[config.mk]
export PLATFORM = sky130hd
export DESIGN_NAME = cmos_capture_rgb565
export DESIGN_NICKNAME = d
export VERILOG_FILES = /design/src/rtl/cmos_capture_rgb565.sv
export SDC_FILE = /design/constraint.sdc
export NUM_CORES = 1
export LEC_CHECK = 0
export BUFFER_PORTS_ARGS = -buffer_cell sky130_fd_sc_hd__buf_2
export CORE_AREA = 8 8 92 156
export CTS_BUF_LIST = sky130_fd_sc_hd__clkbuf_2
export DETAILED_ROUTE_END_ITERATION = 10
export DIE_AREA = 0 0 100 164
export PLACE_DENSITY = 0.7
export SKIP_LAST_GASP = 1
export SLEW_MARGIN = 20
export SYNTH_ARGS = -nofsm -noshare
export SYNTH_HDL_FRONTEND = slang
export SYNTH_SLANG_ARGS = --single-unit
[constraint.sdc]
create_clock -name clk -period 4.4 [get_ports clk]
set_clock_uncertainty 0.05 [all_clocks]
set_input_delay 0.88 -clock clk [delete_from_list [all_inputs] [get_ports clk]]
set_output_delay 0.88 -clock clk [all_outputs]
set_load 0.02 [all_outputs]
[src/rtl/cmos_capture_rgb565.sv]
// DVP byte-stream capture: pairs sensor bytes into RGB565 pixels with X/Y coordinates,
// discarding the first frames after reset and never emitting a partial frame.
module cmos_capture_rgb565 #(
  parameter logic        VSYNC_VALID        = 1'b1,
  parameter logic [10:0] IMG_HDISP          = 11'd640,
  parameter logic [10:0] IMG_VDISP          = 11'd480,
  parameter logic [3:0]  CMOS_FRAME_WAITCNT = 4'd10
) (
  input  logic        clk,
  input  logic        rst_n,
  input  logic        cmos_vsync,
  input  logic        cmos_href,
  input  logic [7:0]  cmos_data,
  output logic        cmos_frame_vsync,
  output logic        cmos_frame_href,
  output logic        cmos_frame_clken,
  output logic [15:0] cmos_frame_data,
  output logic [10:0] cmos_frame_x,
  output logic [10:0] cmos_frame_y,
  output logic        frame_done,
  output logic [7:0]  frame_cnt,
  output logic        line_err,
  output logic        frame_err
);

  localparam logic [11:0] LINE_BYTES = {IMG_HDISP, 1'b0};
  localparam logic [11:0] FRAME_LINES = {1'b0, IMG_VDISP};

  // input register stage
  logic        vsync_d;
  logic        href_d;
  logic [7:0]  data_d;
  logic        s1_valid;
  logic        vs_q;
  logic        vs_q_valid;

  // capture state
  logic [3:0]  wait_cnt;
  logic        capture_en;
  logic        byte_flag;
  logic [7:0]  hi_byte;
  logic        line_open;
  logic [11:0] byte_cnt;
  logic [10:0] x_cnt;
  logic [11:0] line_cnt;

  // pixel / event stage
  logic        s2_clken;
  logic [15:0] s2_data;
  logic [10:0] s2_x;
  logic [10:0] s2_y;
  logic        s2_line_err;
  logic        s2_frame_done;
  logic        s2_frame_err;
  logic        s2_vs;
  logic        s2_href;

  logic        vs;
  logic        vs_rise;
  logic        vs_fall;
  logic        cap_set;
  logic        en_now;
  logic        active;
  logic        line_end;
  logic        line_has_px;
  logic [11:0] line_cnt_next;
  logic [10:0] x_cnt_inc;
  logic [11:0] byte_cnt_inc;
  logic [10:0] y_sat;

  always_comb begin
    vs            = VSYNC_VALID ? vsync_d : ~vsync_d;
    // edges are only trusted once vs_q holds a sampled (not reset) value
    vs_rise       = vs_q_valid & vs & ~vs_q;
    vs_fall       = vs_q_valid & ~vs & vs_q;
    cap_set       = vs_rise & ~capture_en & (wait_cnt == CMOS_FRAME_WAITCNT);
    en_now        = capture_en | cap_set;
    active        = en_now & vs & href_d;
    // a line closes when href drops or vs drops underneath it
    line_end      = line_open & ~active;
    line_has_px   = (byte_cnt >= 12'd2);
    line_cnt_next = line_cnt;
    if (line_end && line_has_px && (line_cnt != 12'hFFF))
      line_cnt_next = line_cnt + 12'd1;
    x_cnt_inc     = (x_cnt == 11'h7FF) ? x_cnt : x_cnt + 11'd1;
    byte_cnt_inc  = (byte_cnt == 12'hFFF) ? byte_cnt : byte_cnt + 12'd1;
    y_sat         = (line_cnt > 12'd2047) ? 11'h7FF : line_cnt[10:0];
  end

  always_ff @(posedge clk or negedge rst_n) begin
    if (!rst_n) begin
      vsync_d    <= 1'b0;
      href_d     <= 1'b0;
      data_d     <= 8'd0;
      s1_valid   <= 1'b0;
      vs_q       <= 1'b0;
      vs_q_valid <= 1'b0;
      wait_cnt   <= 4'd0;
      capture_en <= 1'b0;
    end else begin
      vsync_d    <= cmos_vsync;
      href_d     <= cmos_href;
      data_d     <= cmos_data;
      s1_valid   <= 1'b1;
      vs_q       <= vs;
      vs_q_valid <= s1_valid;
      if (vs_fall && (wait_cnt != CMOS_FRAME_WAITCNT))
        wait_cnt <= wait_cnt + 4'd1;
      if (cap_set)
        capture_en <= 1'b1;
    end
  end

  always_ff @(posedge clk or negedge rst_n) begin
    if (!rst_n) begin
      byte_flag <= 1'b0;
      hi_byte   <= 8'd0;
      line_open <= 1'b0;
      byte_cnt  <= 12'd0;
      x_cnt     <= 11'd0;
      line_cnt  <= 12'd0;
      s2_clken  <= 1'b0;
      s2_data   <= 16'd0;
      s2_x      <= 11'd0;
      s2_y      <= 11'd0;
    end else begin
      s2_clken <= 1'b0;
      if (active) begin
        byte_flag <= ~byte_flag;
        line_open <= 1'b1;
        byte_cnt  <= byte_cnt_inc;
        if (!byte_flag) begin
          hi_byte <= data_d;
        end else begin
          s2_clken <= 1'b1;
          s2_data  <= {hi_byte, data_d};
          s2_x     <= x_cnt;
          s2_y     <= y_sat;
          x_cnt    <= x_cnt_inc;
        end
      end else begin
        byte_flag <= 1'b0;
        if (line_end) begin
          line_open <= 1'b0;
          byte_cnt  <= 12'd0;
          x_cnt     <= 11'd0;
        end
      end
      if (vs_rise)
        line_cnt <= 12'd0;
      else
        line_cnt <= line_cnt_next;
    end
  end

  always_ff @(posedge clk or negedge rst_n) begin
    if (!rst_n) begin
      s2_line_err   <= 1'b0;
      s2_frame_done <= 1'b0;
      s2_frame_err  <= 1'b0;
      s2_vs         <= 1'b0;
      s2_href       <= 1'b0;
    end else begin
      s2_line_err   <= line_end & (byte_cnt != LINE_BYTES);
      // frame close sees the line count including a line cut off by vs
      s2_frame_done <= vs_fall & capture_en;
      s2_frame_err  <= vs_fall & capture_en & (line_cnt_next != FRAME_LINES);
      s2_vs         <= vs & en_now;
      s2_href       <= href_d & en_now;
    end
  end

  always_ff @(posedge clk or negedge rst_n) begin
    if (!rst_n) begin
      cmos_frame_vsync <= 1'b0;
      cmos_frame_href  <= 1'b0;
      cmos_frame_clken <= 1'b0;
      cmos_frame_data  <= 16'd0;
      cmos_frame_x     <= 11'd0;
      cmos_frame_y     <= 11'd0;
      frame_done       <= 1'b0;
      frame_cnt        <= 8'd0;
      line_err         <= 1'b0;
      frame_err        <= 1'b0;
    end else begin
      cmos_frame_vsync <= s2_vs;
      cmos_frame_href  <= s2_href;
      cmos_frame_clken <= s2_clken;
      cmos_frame_data  <= s2_data;
      cmos_frame_x     <= s2_x;
      cmos_frame_y     <= s2_y;
      frame_done       <= s2_frame_done;
      line_err         <= s2_line_err;
      frame_err        <= s2_frame_err;
      if (s2_frame_done)
        frame_cnt <= frame_cnt + 8'd1;
    end
  end

endmodule

==> metrics.cfg <==
[sta]
fin_crit_ns = 2.942
fin_crit_sh = 0.6686
maxSlewHeadroom = 0.3140
tightest_slew_ns = 1.029
fmax_ghz = 0.3399
setup_viol = 0
hold_viol_final = 0
grt_setup_unrepaired = no
slew_viol_final = 0
setup_tns_ns = 0

[pwr]
power_frac_clock = 0.273
p_int_uw = 1889
ir_drop_mv = 0.2558
switching_share = 0.3024
leakagePower_uw = 0.003501
seq_power_share = 0.612
power_frac_comb = 0.115
p_switching_uw = 818.9
power_density_nw_per_um2 = 400.8

[cells_and_area]
postLayoutCoreUtil = 0.5495
nets = 555
syn2layout_area_growth_pct = 13.02
fin_cells = 717
fill_cells = 1089
drive_above_1_share = 0.2628

[yosys]
ys_seq_elements = 159
synth_fp_nets = 483
synth-main-ff-cell = dfrtp_1
synthTopCellsByArea = dfrtp_1 (67%), mux2_2 (7.0%), nor2_1 (3.4%)
yosys.area.top_type_share = 0.6656
yosys.area.top_type = dfrtp_1
synth_area_per_cell_um2 = 12.91
async_flop_share = 1.000
syn_inst = 463
syn_area_um2 = 5978
synth_edf_count = 0
ys_seq_area_frac = 0.6656
yosysWarnings = 0
synthDistinctLibCells = 43
yosysMostFrequentCell = dfrtp_1
yosys-top-cells-count = dfrtp_1 (159), nor2_1 (54), mux2_2 (37)

[clock_tree]
clk_latency_ns = 0.71
clock_path_buffers = 2
htree_levels = 4
numCtsBuffers = 17
root_buffer = clkbuf_2
cts_sinks = 159
clkSlewWorstSetupHoldPaths_ns = 0.25
cts_tree = built

[setup_path]
worst-setup-path-type = flip-flop to flip-flop
rr_worst_depth = 7
critPathCaptureType = flip-flop
path_max_fanout = 15
cp.arrival_ns = 3.49
crit_required_ns = 4.95
worst_setup_path_start_kind = flip-flop

[routing]
drt-pass1-iter-count = 4
initialDrtViolationCount = 150
num_vias = 3684
drc = 0
drt_wl_total_um = 11030
route.detailed.vias_per_inst = 5.138
ant_nets = 0
wire_per_inst_um = 15.38

[die]
io_pins = 64
rows = 54
initial_core_util = 0.4862
dieArea_um2 = 16400
coreArea_um2 = 12300
die_w_um = 100
die_h_um = 164

[global_route]
grt_pass1_vias = 3749
antenna_found_initial = 1
grt_max_degree = 111
gr-total-overflow = 0
gr-usage-all-layers = 0.1459
grt_pass1_wl_um = 18480

[outcome]
outcome = completed

[placement]
port_buffers = 63
dp_hpwl_um = 7532
gp_congestion = 0.8173
dp.cells = 682

[job]
maxCapViolations = 0

[worst_hold_path]
min_path_type = primary input to flip-flop
hold_depth = 1

==> worst max-delay path, cell delays in order (launching register included) <==
cell and delay (ns):
dfrtp_1 0.53, ha_1 0.36, nand4_2 0.17, or3_4 0.43, and3_1 0.36, or4_4 0.48
a2111oi_2 0.36, a21boi_1 0.10
==> through the flow <==
| stage | area (um^2) | hold WS [ns] | power, uW | setup slack, ns |
|---|---|---|---|---|
| 4_1_cts | 6716 | 0.1249 | 2753 | 1.478 |
| 6_report | 6756 | 0.2042 | 2708 | 1.458 |
| 3_3_place_gp | 6490 | 0.2824 | 1978 | 1.625 |
| 2_1_floorplan | 5978 | 0.2812 | 1865 | 1.817 |
| 5_1_grt | 6756 | 0.07338 | 2864 | 1.297 |
| 3_5_place_dp | 6490 | 0.2855 | 1999 | 1.510 |
==> cell families (layout without fill, tap and decap cells) <==
| kind of cell | after synthesis | count (layout) | share of synthesized area |
|---|---|---|---|
| DFF | 159 | 159 | 0.6656 |
| and+or+nand+nor | 152 | 152 | 0.1312 |
| AOI/OAI and AO/OA | 42 | 42 | 0.04228 |
| muxes | 39 | 39 | 0.07304 |
| xor gates and xnor gates | 36 | 36 | 0.05274 |
| buffers and inverters | 26 | 111 | 0.01779 |
| adders and majority gates | 8 | 8 | 0.01674 |
| other | 1 | 2 | 0.0006273 |
==> area by class of cell <==
class	instances	area, um^2	area share
Sequential cell	159	3979	0.5889
Multi-Input combinational cell	278	1899	0.2811
Timing Repair Buffer	69	401.6	0.05944
Tap cell	168	210.2	0.03111
Clock inverter	15	141.4	0.02093
Clock buffer	17	85.08	0.01259
Inverter	10	37.54	0.005556
Antenna cell	1	2.502	0.0003704
==> layer usage <==
layer	track usage	wire length, um
met2	0.2572	5875
met1	0.1543	4374
met3	0.04414	464
met4	0.06920	310
met5	0	0
==> layout by cell type (no fill, tap or decap), types with 4 or more instances in the layout <==
master    count
clkbuf_2     17
xor2_1       18
a21oi_1      20
dfrtp_1     159
inv_1        10
inv_8         4
o21ai_0      10
inv_6         6
buf_2        62
nand4_1      17
nand2_1      20
xnor2_1      18
mux2_2       37
nor2_1       54
nand3_1      13
and4_1        5
nor2b_1       4
nor3_1        6
ha_1          8
and3_1       16
==> state kept, by name (all words and copies together) (netlist names), 4 cells and up <==
register and count:
hi_byte 8, cmos_frame_x 11, cmos_frame_y 11, s2_y 11
byte_cnt 12, data_d 8, s2_data 16, s2_x 11
frame_cnt 8, wait_cnt 4, cmos_frame_data 16, x_cnt 11
line_cnt 12
==> power groups by stage <==
stage | clock network, uW | logic (uW) | registers [uW]
2_1_floorplan | 0 | 172 | 1690
3_3_place_gp | 0 | 301 | 1680
3_5_place_dp | 0 | 315 | 1680
4_1_cts | 779 | 314 | 1660
5_1_grt | 840 | 348 | 1680
6_report | 740 | 311 | 1660
==> timing repair <==
item	4_1_cts	5_1_grt
endpoints found under the setup margin	0	0
buffers inserted	0	0
gates resized for setup	0	0
endpoints found under the hold margin	0	29
hold buffers	0	1
==> path summary, 6_finish.rpt <==
check | from | to | slack, ns
worst max-delay path | line_cnt[0] | s2_frame_err | 1.46
worst min-delay path | cmos_data[6] | data_d[6] | 0.20
worst max register to register | line_cnt[0] | s2_frame_err | 1.46
worst min register to register | s2_vs | cmos_frame_vsync | 0.33
max in group asynchronous | rst_n | wait_cnt[3] | 2.79
min in group asynchronous | rst_n | cmos_frame_y[1] | 0.51
(Power assumes the default switching activity.)
